`config.mk`:
```
export PLATFORM = sky130hd
export DESIGN_NAME = regfile_write_queue
export DESIGN_NICKNAME = d
export VERILOG_FILES = /design/src/rtl/regfile_pkg.sv /design/src/rtl/regfile_write_queue_fwd_match.sv /design/src/rtl/regfile_write_queue.sv
export SDC_FILE = /design/constraint.sdc
export NUM_CORES = 1
export LEC_CHECK = 0
export CAP_MARGIN = 20
export CORE_UTILIZATION = 55
export DETAILED_ROUTE_END_ITERATION = 10
export DONT_BUFFER_PORTS = 1
export PLACE_DENSITY_LB_ADDON = 0.1
export RECOVER_POWER = 100
export SETUP_SLACK_MARGIN = 0.3
export SYNTH_ARGS = -nofsm -noshare
export SYNTH_HDL_FRONTEND = slang
export SYNTH_SLANG_ARGS = --single-unit
```
`constraint.sdc`:
```
create_clock -name clk -period 4.88 [get_ports clk]
set_clock_uncertainty 0.2 [all_clocks]
set_input_delay 0.244 -clock clk [delete_from_list [all_inputs] [get_ports clk]]
set_output_delay 0.244 -clock clk [all_outputs]
set_load 0.005 [all_outputs]
```
`src/rtl/regfile_pkg.sv`:
```
// Shared register-file constants and the write-queue entry type.
package regfile_pkg;

  localparam int REG_ADDR_W = 5;
  localparam int REG_WIDTH  = 32;
  localparam logic [REG_ADDR_W-1:0] REG_ZERO = 5'd0;

  typedef struct packed {
    logic [REG_ADDR_W-1:0] addr;
    logic [REG_WIDTH-1:0]  data;
  } wq_entry_t;

endpackage

```
`src/rtl/regfile_write_queue_fwd_match.sv`:
```
// Youngest-match lookup over the occupied queue entries for one read port.
module wq_fwd_match
  import regfile_pkg::*;
#(
  parameter int DEPTH = 4,
  localparam int PTR_W = $clog2(DEPTH)
) (
  input  wq_entry_t              entries [DEPTH],
  input  logic [DEPTH-1:0]       valid,
  input  logic [PTR_W-1:0]       head,
  input  logic [REG_ADDR_W-1:0]  rd_addr,
  output logic                   hit,
  output logic [REG_WIDTH-1:0]   data
);

  logic [PTR_W-1:0] idx;

  // Walk oldest to youngest so a later match overrides an earlier one.
  always_comb begin
    hit  = 1'b0;
    data = '0;
    idx  = head;
    for (int i = 0; i < DEPTH; i++) begin
      idx = head + PTR_W'(i);
      if (valid[idx] && (entries[idx].addr == rd_addr)) begin
        hit  = 1'b1;
        data = entries[idx].data;
      end
    end
  end

endmodule

```
`src/rtl/regfile_write_queue.sv`:
```
// In-order write-back buffer in front of a single-write-port register file,
// with youngest-entry forwarding onto both read ports.
module regfile_write_queue
  import regfile_pkg::*;
#(
  parameter int DEPTH  = 4,
  parameter int WIDTH  = REG_WIDTH,
  parameter int ADDR_W = REG_ADDR_W,
  localparam int PTR_W = $clog2(DEPTH),
  localparam int CNT_W = $clog2(DEPTH) + 1
) (
  input  logic              clk,
  input  logic              reset_n,
  input  logic              wb_valid,
  output logic              wb_ready,
  input  logic [ADDR_W-1:0] wb_addr,
  input  logic [WIDTH-1:0]  wb_data,
  input  logic              hold,
  output logic              regWrite,
  output logic [ADDR_W-1:0] writeRegister,
  output logic [WIDTH-1:0]  writeData,
  input  logic [ADDR_W-1:0] rd_addr1,
  input  logic [ADDR_W-1:0] rd_addr2,
  input  logic [WIDTH-1:0]  rf_data1,
  input  logic [WIDTH-1:0]  rf_data2,
  output logic [WIDTH-1:0]  fwd_data1,
  output logic [WIDTH-1:0]  fwd_data2,
  output logic [CNT_W-1:0]  count,
  output logic              empty
);

  // Handshake: a request transfers at a rising edge where wb_valid and
  // wb_ready are both high; wb_ready is a function of occupancy and reset
  // only, so the producer may hold wb_valid until it sees ready.

  wq_entry_t        entries_q [DEPTH];
  wq_entry_t        entries_d [DEPTH];
  logic [PTR_W-1:0] rd_ptr_q, rd_ptr_d;
  logic [PTR_W-1:0] wr_ptr_q, wr_ptr_d;
  logic [CNT_W-1:0] count_q, count_d;
  logic             push, pop;
  logic [DEPTH-1:0] valid_mask;
  logic [PTR_W-1:0] offset;
  logic             hit1, hit2;
  logic [WIDTH-1:0] match_data1, match_data2;

  assign wb_ready      = reset_n && (count_q < CNT_W'(DEPTH));
  assign regWrite      = reset_n && (count_q != '0) && !hold;
  assign writeRegister = entries_q[rd_ptr_q].addr;
  assign writeData     = entries_q[rd_ptr_q].data;
  assign count         = count_q;
  assign empty         = (count_q == '0);

  // Writes to r0 complete the handshake but never occupy an entry.
  assign push = wb_valid && wb_ready && (wb_addr != REG_ZERO);
  assign pop  = regWrite;

  always_comb begin
    rd_ptr_d  = rd_ptr_q;
    wr_ptr_d  = wr_ptr_q;
    count_d   = count_q;
    entries_d = entries_q;
    if (push) begin
      entries_d[wr_ptr_q] = '{addr: wb_addr, data: wb_data};
      wr_ptr_d            = wr_ptr_q + 1'b1;
    end
    if (pop) begin
      rd_ptr_d = rd_ptr_q + 1'b1;
    end
    case ({push, pop})
      2'b10:   count_d = count_q + 1'b1;
      2'b01:   count_d = count_q - 1'b1;
      default: count_d = count_q;
    endcase
  end

  always_ff @(posedge clk) begin
    if (!reset_n) begin
      rd_ptr_q <= '0;
      wr_ptr_q <= '0;
      count_q  <= '0;
      for (int i = 0; i < DEPTH; i++) begin
        entries_q[i] <= '0;
      end
    end else begin
      rd_ptr_q  <= rd_ptr_d;
      wr_ptr_q  <= wr_ptr_d;
      count_q   <= count_d;
      entries_q <= entries_d;
    end
  end

  // Slot i is occupied when its distance from the head is below count.
  always_comb begin
    valid_mask = '0;
    offset     = '0;
    for (int i = 0; i < DEPTH; i++) begin
      offset        = PTR_W'(i) - rd_ptr_q;
      valid_mask[i] = ({1'b0, offset} < count_q);
    end
  end

  wq_fwd_match #(.DEPTH(DEPTH)) u_match1 (
    .entries (entries_q),
    .valid   (valid_mask),
    .head    (rd_ptr_q),
    .rd_addr (rd_addr1),
    .hit     (hit1),
    .data    (match_data1)
  );

  wq_fwd_match #(.DEPTH(DEPTH)) u_match2 (
    .entries (entries_q),
    .valid   (valid_mask),
    .head    (rd_ptr_q),
    .rd_addr (rd_addr2),
    .hit     (hit2),
    .data    (match_data2)
  );

  assign fwd_data1 = (rd_addr1 == REG_ZERO) ? '0 : (hit1 ? match_data1 : rf_data1);
  assign fwd_data2 = (rd_addr2 == REG_ZERO) ? '0 : (hit2 ? match_data2 : rf_data2);

endmodule
```
Yosys cells after proc, flatten, opt, wreduce, memory -nomap -nowiden

Cells that the tools add are included.

Memories kept: 0
Word-level logic and storage cells: 116
Output and inout bits: 107
Latch bits: 0
Bits in writable memories: 0
ROM bits: 0
Flip-flop bits (word level): 155
Bits of input ports: 115

Reductions and logical operators: 21
Eq/ne operators: 10
Shift operators: 0
Magnitude comparators: 15
Mux-type cells: 44
Bitwise gates (word level): 5
Add/sub/neg operators: 10
Div/mod/pow operators: 0
Multipliers: 0

Operators with widths:

| cell                                                        | count |
|---|---|
| two-way mux 32 bit                                          | 12 |
| two-way mux 37 bit                                          | 9 |
| binary-select mux 37 bit (select 2 bit)                     | 4 |
| bitwise mux 148 bit                                         | 1 |
| demux 37 bit (select 2 bit)                                 | 1 |
| equality test 5 bit                                         | 8 |
| >= comparator 3 bit (second input constant)                 | 5 |
| inverter 2 -> 3 bit                                         | 5 |
| logical AND 1 bit                                           | 14 |
| less-than comparator 2 x 3 -> 1 bit                         | 4 |
| less-than comparator 2 x 3 -> 1 bit (second input constant) | 4 |
| two-way mux 1 bit                                           | 12 |
| zero test 5 bit                                             | 2 |
| binary-select mux 1 bit (select 2 bit)                      | 4 |
| one-hot mux 3 bit (2 select lines)                          | 1 |
| nonzero test 5 bit                                          | 1 |
| adder 2 x 1 -> 2 bit (second input constant)                | 2 |
| adder 2 bit (second input constant)                         | 2 |
| subtractor 1 x 2 -> 2 bit (first input constant)            | 2 |
| subtractor 2 bit (first input constant)                     | 2 |
| adder 3 x 1 -> 3 bit (second input constant)                | 1 |
| zero test 3 bit                                             | 1 |
| less-than comparator 3 x 1 -> 1 bit (second input constant) | 1 |
| less-than comparator 3 bit (second input constant)          | 1 |
| other kinds (6)                                             | 6 |

Longest topological paths before layout

Gate-level depths: netlist of run 1.

Depth after elaboration: 12
Mapped depth: 18
Depth with buffers taken out: 10

Hierarchy

From an unflattened synthesis of run 1, not the netlist that was laid out.

Cells, all modules: 1839
Area total of the unflattened synthesis: 16930.0 µm²

By module, submodules not included:

| module              | sequential area each (µm²) | area an instance (µm²) | times used | cells an instance |
|---|---|---|---|---|
| wq_fwd_match        | 0.0                        | 4494.3                 | 2          | 531 |
| regfile_write_queue | 3103.0                     | 7941.4                 | 1          | 777 |

Worst setup path before layout of run 1

OpenSTA, ideal clock, no wires.

Kind: register to output
Start: register rd_ptr_q[0]
End: output fwd_data2[10]
Slack: 0.588 ns
Path buffers: 9
Arrival time: 3.848 ns
Cell stages (with the launch flop): 19
Required time: 4.436 ns
Cells stage by stage: dfxtp_1 -> buf_2 -> buf_2 -> buf_2 -> buf_2 -> buf_2 -> buf_2 -> xnor2_1 -> inv_1 -> ha_1 -> a211o_1 -> a32oi_1 -> o21ai_1 -> or2_1 -> buf_2 -> and4_1 -> buf_2 -> buf_4 -> o2bb2ai_1

Word-level cells in the longest chain between the ends: 12
Elaborated cells between the ends (all ways): 53
Those cells by class: add/sub (7); order compare (4); eq/ne (4); mux (30); bitwise (4); reduce/logical (4)

Ends and longest elaborated chain:

| what                                                                                         | line                       | RTL |
|---|---|---|
| start: declaration                                                                           | regfile_write_queue.sv:38  | `logic [PTR_W-1:0] rd_ptr_q, rd_ptr_d;` |
| start signal: assignment                                                                     | regfile_write_queue.sv:86  | `rd_ptr_q <= rd_ptr_d;` |
| parallel branches: the longest is 10 deep, another holds less-than comparator 2 x 3 -> 1 bit | --                         |  |
| two-way mux 32 bit (*) (2 in series)                                                         | regfile_write_queue.sv:122 | `assign fwd_data2 = (rd_addr2 == REG_ZERO) ? '0 : (hit2 ? match_data2 : rf_data2);` |
| end: declaration                                                                             | regfile_write_queue.sv:27  | `output logic [WIDTH-1:0] fwd_data2,` |

Mark *: on every way between the ends. The select of a mux whose other input is x is not followed.

Final worst setup path of run 1

Start: register count_q[2] (netlist: count[2])
End: register entries_q[130] (netlist name)

Word-level cells in the longest chain between the ends: 4

Ends and longest elaborated chain:

| what                            | line                      | RTL |
|---|---|---|
| start: declaration              | regfile_write_queue.sv:40 | `logic [CNT_W-1:0] count_q, count_d;` |
| start signal: assignment        | regfile_write_queue.sv:88 | `count_q <= count_d;` |
| less-than comparator 3 bit      | regfile_write_queue.sv:47 | `assign wb_ready = reset_n && (count_q < CNT_W'(DEPTH));` |
| logical AND 1 bit               | regfile_write_queue.sv:47 |  |
| net wb_ready                    | regfile_write_queue.sv:15 | `output logic wb_ready,` |
| logical AND 1 bit (2 in series) | regfile_write_queue.sv:55 | `assign push = wb_valid && wb_ready && (wb_addr != REG_ZERO);` |
| end signal: assignment          | regfile_write_queue.sv:89 | `entries_q <= entries_d;` |
| end: declaration                | regfile_write_queue.sv:36 | `wq_entry_t entries_q [DEPTH];` |

The timed path passes the listed nets, and every way through them passes these cells.
A chain may end at the register's enable or synchronous reset.

==> results.ini, run 1 <==
[detailed_routing]
postRouteAntennaNets=0
dr.pass1.iters=5
wl_mm=43.0
viasPerCell=7.14
vias=12100
wl_per_cell_um=25.4
drt_iter0_markers=1389
drc_errors=0

[run_status]
violations=capacitance limit, slew limit
outcome=complete, but fails checks

[synthesis]
synth_edf_count=0
synth_area_leaders=dfxtp_1, mux4_2, nand2_1
synth.avg_cell_area_sq_um=9.26
synth.top_cell.area_share=0.238
yosys_warnings=0
syn-cell-area_sq_um=13000
syn_nets=1531
synthCells=1406
yosysTopAreaCell=dfxtp_1
synth-seq-cells=155
ys_types=65
seq_area_frac_synth=0.238
synth_flop_cell=dfxtp_1
synthTopCellsByCount=nand2_1, dfxtp_1, a21boi_0
yosysMostFrequentCell=nand2_1
ys_async_sr_fraction=0

[pwr]
irDropWorstVdd_mv=0.168
seqPwrFrac=0.381
switching_share=0.329
p_switching_uw=1170
total_power_uw=3560
p_int_uw=2380
p_leak_uw=0.00431
power_density_nw_per_um2=250
combPwrFrac=0.234
clkPwrFrac=0.385

[timing]
hold_viol_final=0
slew_viol_final=266
setup_violations=0
max_freq_mhz=219
fin_crit_sh=0.935
fin_ws_ns=0.315
slew_headroom=-0.434
worst_pin_slew_ns=2.15
fin_crit_ns=4.56
setup_tns_ns=0
grt_setup_unrepaired=false
whs_ns=0.0808

[clock_tree]
cts_made_buffers=17
worstSkewPairLatency_ns=0.43
htree_levels=4
clk_pin_slew_ns=0.07
cts_buffer_depth=2
root_buffer=clkbuf_16
cts_tree=done
cts_sinks=155

[floorplanning]
dieWidth_um=156
core_area_sq_um=22900
pin_count=222
die_area_sq_um=24300
row_count=55
die_h_um=156
start_util=0.568

[global_route]
antenna_found_initial=0
overflow=0
grt_pass1_wl_mm=66.2
grt_pass1_vias=11500
grtUsageTotal=0.356
grt_start_max_net_pins=153

[placement]
dp_slack_ns=0.783
hpwl_mm=27.4
numPortBuffers=0
gp_congestion=0.884

[setup_path]
worst_setup_path_end_kind=flop
critPathArrivalTime_ns=4.75
start_kind=flop
worstSetupPathType=reg -> reg
cp_max_fo=37
reg2reg_slack_ns=0.32
cp.required_ns=5.06

[finish]
finalNetCount=1493
diodes=0
n_fill_cell=1988
utilization=0.620
area_delta_synth_final_pct=9.07
drive_gt1_frac=0.168

[job]
max_cap_violations=6

[hold_path]
timing.hold.worst.class=in -> reg

-- through the flow --
stage	instance area, sq um	cells
final	14200	1694
after global routing	14200	1694
after detailed placement	13200	1617
after CTS	14200	1691
after floorplan	13000	1406
after global placement	13200	1617
-- worst paths after layout --
check	startpoint	depth (start not counted)	endpoint
min	reset_n	2	entries_q[133]
max	count[2]	7	entries_q[130]
max reg2reg	count[2]	7	entries_q[130]
min reg2reg	entries_q[144]	2	entries_q[144]
-- area by class of cell --
type / count / area, sq um / share of cell area
multi-input combinational: 1051 / 9090 / 0.640
tap: 313 / 392 / 0.0276
sequential: 155 / 3110 / 0.219
clock inverter: 14 / 150 / 0.0106
clock buffer: 18 / 439 / 0.0309
inverter: 49 / 184 / 0.0130
timing repair buffer: 94 / 833 / 0.0587
-- placed cells by master (no fill, tap or decap), types with 5 or more instances in the layout --
master         instances
a21boi_0             149
ha_1                   9
inv_1                 48
xor2_1                11
a311oi_1              32
nor3_1                 9
nor3b_1               38
clkbuf_16             17
o22ai_1                7
mux2i_1               31
o2bb2ai_1             26
o221ai_1              26
mux4_2               129
inv_8                  5
buf_4                 44
dlygate4sd3_1         41
and2_1                 8
or3_1                 33
o32ai_1               39
nand2_1              310
nor2_1                 9
dfxtp_1              153
o31ai_1               32
a221oi_1              32
xnor2_1               44
-- registers in the layout, summed over array words and instances, names as in the netlist --
name and cells:
count 3, rd_ptr_q 2, entries_q 148, wr_ptr_q 2
-- cell families after synthesis --
group,count (synthesis),share of synthesized area
and+or+nand+nor,438,0.153
adders and majority gates,10,0.0102
buffers and inverters,200,0.0683
AOI/OAI and AO/OA,377,0.234
DFF,155,0.238
muxes,170,0.258
xor gates and xnor gates,56,0.0382
-- per-layer routing --
| metal | GRT usage | up-vias | part of all wire |
|---|---|---|---|
| met5 | 0 | - | 0 |
| met4 | 0.142 | 0 | 0.030 |
| met3 | 0.0661 | 103 | 0.11 |
| met2 | 0.568 | 770 | 0.47 |
| met1 | 0.479 | 5965 | 0.39 |
| li1 | - | 5259 | - |
-- worst max-delay path, stage by stage (launching register included) --
cell,delay (ns)
dfxtp_1,0.45
nor2b_1,0.30
nand2_1,0.09
a21oi_1,0.90
and2_1,1.67
nand2_1,0.11
a21boi_0,0.21
dlygate4sd3_1,0.56
-- power by group through the flow --
| stage | Clock [uW] | Combinational (uW) | Sequential [uW] |
|---|---|---|---|
| finish | 1370 | 834 | 1350 |
| global route | 1430 | 890 | 1360 |
| CTS | 1370 | 821 | 1350 |
| detailed placement | 0 | 758 | 1380 |
| global placement | 0 | 746 | 1380 |
| floorplan | 0 | 632 | 1350 |
-- repair_timing --
| action | in CTS | in global routing |
|---|---|---|
| resized for setup | 0 | 2 |
| hold buffers | 42 | 0 |
| setup endpoints to repair | 0 | 43 |
| setup buffers | 0 | 3 |
| endpoints found under the hold margin | 155 | 0 |
No activity file was read; power rests on OpenSTA's default activity.
==> run 2: changes to the inputs <==
--- a/config.mk
+++ b/config.mk
@@ -7,6 +7,8 @@
 export LEC_CHECK = 0
 export CAP_MARGIN = 20
 export CORE_UTILIZATION = 55
+export CTS_BUF_LIST = sky130_fd_sc_hd__clkbuf_8
+export CTS_CLUSTER_DIAMETER = 50
 export DETAILED_ROUTE_END_ITERATION = 10
 export DONT_BUFFER_PORTS = 1
 export PLACE_DENSITY_LB_ADDON = 0.1
==> results.ini, run 2 (synthesis gave the netlist of run 1 again) <==
[floorplanning]
core_area_sq_um=22900  ; unchanged
die_h_um=156  ; unchanged
pin_count=222  ; unchanged
dieWidth_um=156  ; unchanged
start_util=0.568  ; unchanged
die_area_sq_um=24300  ; unchanged
row_count=55  ; unchanged

[timing]
slew_viol_final=171  ; was 266
fin_crit_sh=0.948  ; was 0.935
whs_ns=0.0705  ; was 0.0808 ns
worst_pin_slew_ns=2.14  ; was 2.15 ns
setup_violations=0  ; unchanged
hold_viol_final=0  ; unchanged
fin_crit_ns=4.63  ; was 4.56 ns
grt_setup_unrepaired=false  ; unchanged
max_freq_mhz=216  ; was 219 MHz
setup_tns_ns=0  ; unchanged
slew_headroom=-0.427  ; was -0.434

[setup_path]
worst_setup_path_end_kind=primary output  ; was flop
start_kind=flop  ; unchanged
cp.required_ns=4.44  ; was 5.06 ns
worstSetupPathType=reg -> out  ; was reg -> reg
cp_max_fo=33  ; was 37
critPathArrivalTime_ns=4.18  ; was 4.75 ns

[finish]
diodes=0  ; unchanged
utilization=0.611  ; was 0.620
drive_gt1_frac=0.167  ; was 0.168
area_delta_synth_final_pct=7.51  ; was 9.07%
final_common_cell=nand2_1  ; unchanged
instances_no_fill=1693  ; was 1694
largest_reg_flops=148  ; unchanged
layout_common_cells=nand2_1, dfxtp_1, a21boi_0  ; unchanged
finalNetCount=1492  ; was 1493
largest-register=entries_q  ; unchanged
n_fill_cell=2017  ; was 1988

[global_route]
grt_pass1_wl_mm=66.0  ; was 66.2 mm
grtUsageTotal=0.355  ; was 0.356
overflow=0  ; unchanged
antenna_found_initial=0  ; unchanged
grt_pass1_vias=11500  ; about the same
grt_start_max_net_pins=153  ; unchanged

[pwr]
power_density_nw_per_um2=230  ; was 250 nW/um^2
total_power_uw=3220  ; was 3560 uW
irDropWorstVdd_mv=0.148  ; was 0.168 mV
p_leak_uw=0.00422  ; was 0.00431 uW

[clock_tree]
root_buffer=clkbuf_8  ; was clkbuf_16
cts_tree=done  ; unchanged
cts_made_buffers=17  ; unchanged
cts_sinks=155  ; unchanged
clk_pin_slew_ns=0.10  ; was 0.07 ns
cts_buffer_depth=2  ; unchanged
htree_levels=4  ; unchanged
worstSkewPairLatency_ns=0.47  ; was 0.43 ns

[placement]
place_inst=1617  ; unchanged
gp_congestion=0.884  ; unchanged
hpwl_mm=27.4  ; unchanged
numPortBuffers=0  ; unchanged

[detailed_routing]
viasPerCell=7.18  ; was 7.14
drt_iter0_markers=1323  ; was 1389
dr.pass1.iters=8  ; was 5
postRouteAntennaNets=0  ; unchanged
vias=12200  ; was 12100
wl_mm=43.0  ; about the same
drc_errors=0  ; unchanged
wl_per_cell_um=25.4  ; about the same

[hold_path]
timing.hold.worst.class=in -> reg  ; unchanged

[run_status]
outcome=complete, but fails checks  ; unchanged
violations=capacitance limit, slew limit  ; unchanged

[job]
max_cap_violations=4  ; was 6

-- run 2: repair_timing --
action                                 4_1_cts  5_1_grt
buffers inserted                             0        2
hold buffers                                42        0
setup endpoints to repair                    1       44
pin swaps                                    1        0
gates resized for setup                      0        2
endpoints found under the hold margin      155        0
-- run 2: critical path: stages (launching register included) --
cell,delay [ns]
dfxtp_4,0.57
inv_1,0.14
ha_1,0.31
xor2_1,0.17
o21ai_0,0.33
a32oi_1,0.25
o21ai_4,0.13
or2_0,0.14
buf_4,0.43
nand4_1,0.56
o32ai_1,0.46
buf_4,0.20
-- run 2: final cells by class --
type                       instances  area (sq um)  share of cell area
timing repair buffer              93           838              0.0599
inverter                          49           184              0.0131
tap                              313           392              0.0280
multi-input combinational       1051          9080               0.648
clock buffer                      18           248              0.0177
sequential                       155          3110               0.222
clock inverter                    14           150              0.0107
-- run 2: metal layers --
layer	wire length [um]	track usage	vias to the layer above
met3	4400	0.0661	121
met1	17100	0.478	6020
met2	20100	0.564	761
li1	-	-	5253
met4	1340	0.145	0
met5	0	0	-
-- run 2: metrics by stage --
stage,area [sq um],setup slack [ns]
after CTS,14000,0.302
after floorplan,13000,0.588
after global routing,14000,0.176
after global placement,13200,0.893
final,14000,0.253
after detailed placement,13200,0.783
-- run 2: path summary, 6_finish.rpt --
kind                            cells after the start           start             end  slack (ns)
worst max-delay path                               11     rd_ptr_q[1]    fwd_data2[8]        0.25
worst min-delay path                                2         reset_n  entries_q[133]        0.07
worst max register to register                      7        count[2]   entries_q[90]        0.32
worst min register to register                      2  entries_q[144]  entries_q[144]        0.30
-- run 2: report_power, final --
part / total, uW / switching, uW / internal, uW
Sequential: 1350 / 50.6 / 1300
Combinational: 847 / 497 / 349
Clock: 1030 / 588 / 440
Total: 3220 / 1140 / 2090
